===== src/rtl/imm_extend_pipe.sv =====
// imm_extend_pipe: registered immediate generator with a valid/ready
// handshake and a one-entry skid buffer behind the main output register.
module imm_extend_pipe #(
    parameter int unsigned XLEN     = 32,
    parameter int unsigned IMM_W    = 16,
    parameter int unsigned BR_SHIFT = 2
) (
    input  logic             clk,
    input  logic             reset,
    input  logic             in_valid,
    output logic             in_ready,
    input  logic [IMM_W-1:0] in_imm,
    input  logic [2:0]       in_mode,
    output logic             out_valid,
    input  logic             out_ready,
    output logic [XLEN-1:0]  out_imm,
    output logic             out_err
);

    localparam int unsigned EXT_W = XLEN - IMM_W;

    typedef enum logic [1:0] {
        OCC_EMPTY = 2'd0,
        OCC_ONE   = 2'd1,
        OCC_TWO   = 2'd2
    } occ_e;

    occ_e            state_q, state_d;
    logic [XLEN-1:0] main_imm_q, main_imm_d;
    logic            main_err_q, main_err_d;
    logic [XLEN-1:0] skid_imm_q, skid_imm_d;
    logic            skid_err_q, skid_err_d;
    logic            in_ready_q, in_ready_d;
    logic            out_valid_q, out_valid_d;

    logic [XLEN-1:0] sext_c;
    logic [XLEN-1:0] ext_imm_c;
    logic            ext_err_c;
    logic            in_xfer_c;
    logic            out_xfer_c;

    // Format the incoming immediate according to the mode code.
    always_comb begin
        sext_c    = {{EXT_W{in_imm[IMM_W-1]}}, in_imm};
        ext_imm_c = '0;
        ext_err_c = 1'b0;
        case (in_mode)
            3'd0:    ext_imm_c = sext_c;
            3'd1:    ext_imm_c = {{EXT_W{1'b0}}, in_imm};
            3'd2:    ext_imm_c = {in_imm, {EXT_W{1'b0}}};
            3'd3:    ext_imm_c = sext_c << BR_SHIFT;
            3'd4:    ext_imm_c = '0;
            default: ext_err_c = 1'b1;
        endcase
    end

    // Occupancy next-state and buffer data movement.
    always_comb begin
        state_d    = state_q;
        main_imm_d = main_imm_q;
        main_err_d = main_err_q;
        skid_imm_d = skid_imm_q;
        skid_err_d = skid_err_q;
        in_xfer_c  = in_valid && in_ready_q;
        out_xfer_c = out_valid_q && out_ready;

        case (state_q)
            OCC_EMPTY: begin
                if (in_xfer_c) begin
                    main_imm_d = ext_imm_c;
                    main_err_d = ext_err_c;
                    state_d    = OCC_ONE;
                end
            end
            OCC_ONE: begin
                if (in_xfer_c && out_xfer_c) begin
                    // Main drains and refills on the same edge.
                    main_imm_d = ext_imm_c;
                    main_err_d = ext_err_c;
                end else if (in_xfer_c) begin
                    // Main is stalled; park the new result in the skid entry.
                    skid_imm_d = ext_imm_c;
                    skid_err_d = ext_err_c;
                    state_d    = OCC_TWO;
                end else if (out_xfer_c) begin
                    state_d = OCC_EMPTY;
                end
            end
            OCC_TWO: begin
                // in_ready is low here, so only a drain can happen.
                if (out_xfer_c) begin
                    main_imm_d = skid_imm_q;
                    main_err_d = skid_err_q;
                    state_d    = OCC_ONE;
                end
            end
            default: state_d = OCC_EMPTY;
        endcase

        in_ready_d  = (state_d != OCC_TWO);
        out_valid_d = (state_d != OCC_EMPTY);
    end

    // State and data registers with synchronous active-low reset.
    always_ff @(posedge clk) begin
        if (!reset) begin
            state_q     <= OCC_EMPTY;
            main_imm_q  <= '0;
            main_err_q  <= 1'b0;
            skid_imm_q  <= '0;
            skid_err_q  <= 1'b0;
            in_ready_q  <= 1'b0;
            out_valid_q <= 1'b0;
        end else begin
            state_q     <= state_d;
            main_imm_q  <= main_imm_d;
            main_err_q  <= main_err_d;
            skid_imm_q  <= skid_imm_d;
            skid_err_q  <= skid_err_d;
            in_ready_q  <= in_ready_d;
            out_valid_q <= out_valid_d;
        end
    end

    assign in_ready  = in_ready_q;
    assign out_valid = out_valid_q;
    assign out_imm   = main_imm_q;
    assign out_err   = main_err_q;

endmodule


===== config.mk =====
export PLATFORM = sky130hd
export DESIGN_NAME = imm_extend_pipe
export DESIGN_NICKNAME = d
export VERILOG_FILES = /design/src/rtl/imm_extend_pipe.sv
export SDC_FILE = /design/constraint.sdc
export NUM_CORES = 1
export LEC_CHECK = 0
export ABC_AREA = 1
export CAP_MARGIN = 0
export CORE_AREA = 2 2 124 126
export CTS_BUF_LIST = sky130_fd_sc_hd__clkbuf_16
export DETAILED_ROUTE_END_ITERATION = 10
export DIE_AREA = 0 0 126 128
export SLEW_MARGIN = 0
export SYNTH_ARGS = -nofsm -noshare
export SYNTH_HDL_FRONTEND = slang
export SYNTH_SLANG_ARGS = --single-unit

===== constraint.sdc =====
create_clock -name clk -period 2.5 [get_ports clk]
set_clock_uncertainty 0.05 [all_clocks]
set_input_delay 0.25 -clock clk [delete_from_list [all_inputs] [get_ports clk]]
set_output_delay 0.25 -clock clk [all_outputs]
set_load 0.02 [all_outputs]

Word level (Yosys, flattened, before mapping) --
Cells that the tools add are included.
Word-level totals: register bits 70, word-level logic and storage cells 44
Cells by class: reduce and logical (&&, ||, !) cells 10, eq/ne operators 10, muxes and demuxes 16, bitwise gates (word level) 1
Operators by type and width (count):
- one-hot mux 32 bit (4 select lines) | 1
- two-way mux 32 bit | 3
- one-hot mux 32 bit (3 select lines) | 1
- two-way mux 2 bit | 5
- inequality test 2 bit, second input constant | 4
- equality test 3 x 2 -> 1 bit, second input constant | 2
- one-hot mux 2 bit (3 select lines) | 1
- OR reduction 5 bit | 1
- two-way mux 1 bit | 4
- AND reduction 4 bit | 1
- equality test 3 x 1 -> 1 bit, second input constant | 1
- equality test 3 bit, second input constant | 1
- logical AND 1 bit | 3
- zero test 3 bit | 1
- one-hot mux 1 bit (3 select lines) | 1
- AND reduction 3 bit | 1
- nonzero test 3 bit | 1
- equality test 2 x 1 -> 1 bit, second input constant | 1
- equality test 2 bit, second input constant | 1
- zero test 2 bit | 1
- nonzero test 2 bit | 1
- NOT 1 bit | 1

Logic depth before layout (Yosys ltp) --
depth after elaboration 6, mapped depth 8, gate-level depth less buffers 7

Least setup slack after synthesis --
No wires, ideal clock.
kind flip-flop to flip-flop, from reg in_ready_q (netlist: in_ready), to reg main_imm_q[0] (netlist: out_imm[0]), path slack 1.154 ns, buffers on the path 1, period minus slack after synthesis 1.346 ns, stages on the path, launching flop included 7, arrival time 1.180 ns, setup time 0.116 ns, cells stage by stage dfxtp_1 nand3_2 nand2_2 nand2_2 buf_2 o21ai_0 nor2_1
On the way: longest elaborated chain between the ends 4, elaborated cells on any way between the ends 5, those cells by class eq/ne (2); reduce/logical (3)
RTL lines:
- start: declaration | line 33 | logic in_ready_q, in_ready_d;
- start signal: assignment | line 120 | in_ready_q <= in_ready_d;
- logical AND 1 bit (*) | line 64 | in_xfer_c = in_valid && in_ready_q;
- logical AND 1 bit | line 76 | if (in_xfer_c && out_xfer_c) begin
- inequality test 2 bit (no source line)
- AND reduction 4 bit (no source line) (*)
- end signal: assignment | line 116 | main_imm_q <= main_imm_d;
- end: declaration | line 29 | logic [XLEN-1:0] main_imm_q, main_imm_d;
Mark *: on every way between the ends. The rest lies on a longest branch, timed or not. A chain may end at the register's enable or synchronous reset.

Worst setup path after layout --
from reg state_q[1], to reg main_err_q (netlist: out_err)
On the way: longest elaborated chain between the ends 3, elaborated cells on any way between the ends 9, those cells by class eq/ne (5); mux (1); reduce/logical (3)
RTL lines:
- start: declaration | line 28 | occ_e state_q, state_d;
- start signal: assignment | line 115 | state_q <= state_d;
- equality test 2 x 1 -> 1 bit (tied with other cells) | line 67 | case (state_q)
- inequality test 2 bit (no source line) / nonzero test 3 bit (equally long branches)
- AND reduction 4 bit (no source line)
- end signal: assignment | line 117 | main_err_q <= main_err_d;
- end: declaration | line 30 | logic main_err_q, main_err_d;
Several ways; a longest one is shown, not always the timed one.

==> flow_summary.toml <==
[detailed_routing]
dr.pass1.iters = 4
totalWireLength_um = 10100
via_per_inst = 4.35
routedWlPerCell_um = 12.7
route.detailed.drc = 0
ant_nets = 0
drtIter0Drc = 255
route.vias.total = 3463

[layout]
nets = 627
drive_gt1_frac = 0.0609
final_cell_mix = "nand2_1 (151), nor2_1 (118), dfxtp_1 (70)"
area_growth_pct = 31.0
fin_area_mm2 = 0.00455
diodes = 0
layout_commonest_cell = "nand2_1"
finalNonFillerCells = 796

[logic_synthesis]
ys_seq_area_frac = 0.403
post_synth_and_or_nand_nor_area_fraction = 0.381
synth_top_family_by_area = "simple AND/OR/NAND/NOR gates"
muxShareOfSynthArea = 0
synth_area_per_cell_um2 = 6.20
postSynthCellCount = 560
syn-num-nets = 583
yosysTopAreaCellShare = 0.403
ys_types = 20
synth-xor-area-share = 0
ys_top_cells_by_area = "dfxtp_1 (40%), nand2_1 (16%), nor2_1 (13%)"
netlist_area_mm2 = 0.00347
synth_fa_ha_area_frac = 0
synth-compound-area-share = 0.110
ys_warn_count = 0
synth-seq-cells = 70
yosys.area.top_type = "dfxtp_1"

[sta]
fmax_mhz = 594
worst_slew_margin_rel = 0.589
timing.hold.ws_ns = 0.319
fin_crit_ns = 1.68
final_hold_viol_count = 0
worst_pin_slew_ns = 0.615
setup_viol = 0
grt_setup_unrepaired = "false"
setup_tns_ns = 0
period_share = 0.673
final-max-slew-violation-count = 0

[critical_path]
crit_slowest_cell = "buf_4"
r2r_end = "out_err"
r2r_start = "state_q[1]"
slowest_delay_ns = 0.43
critPathLaunchType = "flip-flop"
endpoint_kind = "flip-flop"
reg2reg_slack_ns = 0.82
cpLargestDelayFamily = "simple AND/OR/NAND/NOR gates"
crit_chain = "inv_1, nand3_2, nand2_2, nand2_2, buf_4, nand2_1, nand2_1, nor2_1"
arrival_ns = 1.86
worst_r2r_path_depth = 8
cp_max_fo = 42
crit_buf_inv = 2
crit_required_ns = 2.68
critPathKind = "flip-flop to flip-flop"

[grt]
grt-ovfl-total = 0
antenna_found_initial = 0
grt_max_degree = 48
grt_pass1_wl_um = 16700
grt_pass1_vias = 3297
grt_usage = 0.129

[outcome]
status = "completed"

[cts]
cts_resized = 0
cts_setup_buffers = 0
cts_root_buffer = "clkbuf_16"
htree_num_levels = 3
cts_tree = "yes"
clock_path_buffers = 2
worstSkewPairLatency_ns = 0.34
clk_pin_slew_ns = 0.06
cts_hold_buf = 0
cts_buffers = 9
cts.sinks = 70

[pwr]
clkPwrFrac = 0.454
pwr-share-seq = 0.379
switching_share = 0.266
power.leakage_nw = 2.06
powerDensity_mw_per_mm2 = 710
ir_drop_uv = 299
p_switching_mw = 0.861
intPower_mw = 2.37
p_comb_frac = 0.167

[floorplanning]
design.core.area_mm2 = 0.0149
start_util = 0.234
fp.dieW_um = 126
die_area_mm2 = 0.0161
die_h_um = 128
io_pins = 58
rows = 45

[placed_design]
port_buffers = 57
place_inst = 781
place.gp.congestion = 0.818
placedInstanceArea_mm2 = 0.00422
post-dp-hpwl_um = 6600

[run]
maxCapViolCount = 0

[worst_hold_path]
holdPathStages = 3
whs_endpoint = "out_imm[1]"
min_from = "reset"
hold_path_class = "input port to flip-flop"
## metal layers
metal / share of wire / global-route usage / vias to the layer above
li1: - / - / 1836
met1: 0.49 / 0.174 / 1526
met2: 0.43 / 0.195 / 83
met3: 0.045 / 0.0280 / 18
met4: 0.030 / 0.0640 / 0
met5: 0 / 0 / -
## registers in the layout, summed over array words and instances (netlist names)
name,flops
in_ready,1
skid_imm_q,32
state_q,2
out_valid,1
out_err,1
out_imm,32
skid_err_q,1
## stage by stage
step | power, mW | setup slack (ns) | util
floorplan | 1.56 | 1.15 | -
global placement | 1.79 | 0.490 | 0.284
detailed placement | 1.79 | 0.515 | 0.284
CTS | 3.27 | 0.790 | 0.306
global route | 3.39 | 0.611 | 0.306
finish | 3.23 | 0.817 | 0.306
## area by class of cell
| type | count | area [µm²] |
|---|---|---|
| repair buffers | 69 | 668 |
| multi-input cells | 399 | 1700 |
| clock inverters | 6 | 110 |
| well taps | 188 | 235 |
| clock buffers | 9 | 225 |
| flip-flops and latches | 70 | 1400 |
| inverters | 55 | 206 |
| fillers | 1665 | 10300 |
## how the worst max path moves through the flow
stage,slack (ns),startpoint,endpoint,cells after the start
after floorplan,1.15,in_ready,out_imm[0],6
after global placement,0.49,in_mode[0],out_imm[16],6
after detailed placement,0.52,in_mode[0],out_imm[19],6
after CTS,0.79,state_q[1],out_err,8
after global routing,0.61,state_q[0],out_imm[20],8
final,0.82,state_q[1],out_err,8
## logic make-up after synthesis
family          after synthesis
simple gates                324
buf+inv                      91
compound gates               75
flops                        70
## Yosys cell counts (all sizes together)
cell    number
nand2      154
inv         55
o21ai       37
nand4       15
clkbuf      16
nor2       122
nand3       33
buf         20
a21oi       37
dfxtp       70
a211oi       1
## power groups by stage
stage          combinational (mW)  clock (mW)  sequential [mW]
3_3_place_gp                0.541           0             1.25
5_1_grt                     0.599        1.55             1.24
6_report                    0.539        1.47             1.23
3_5_place_dp                0.539           0             1.25
4_1_cts                     0.543        1.50             1.23
2_1_floorplan               0.260           0             1.31
## tightest hold or removal path, cell delays in order
cell,delay (ns)
buf_2,0.25
nand2_1,0.12
nor2_1,0.03
No activity file was read; power rests on OpenSTA's default activity.
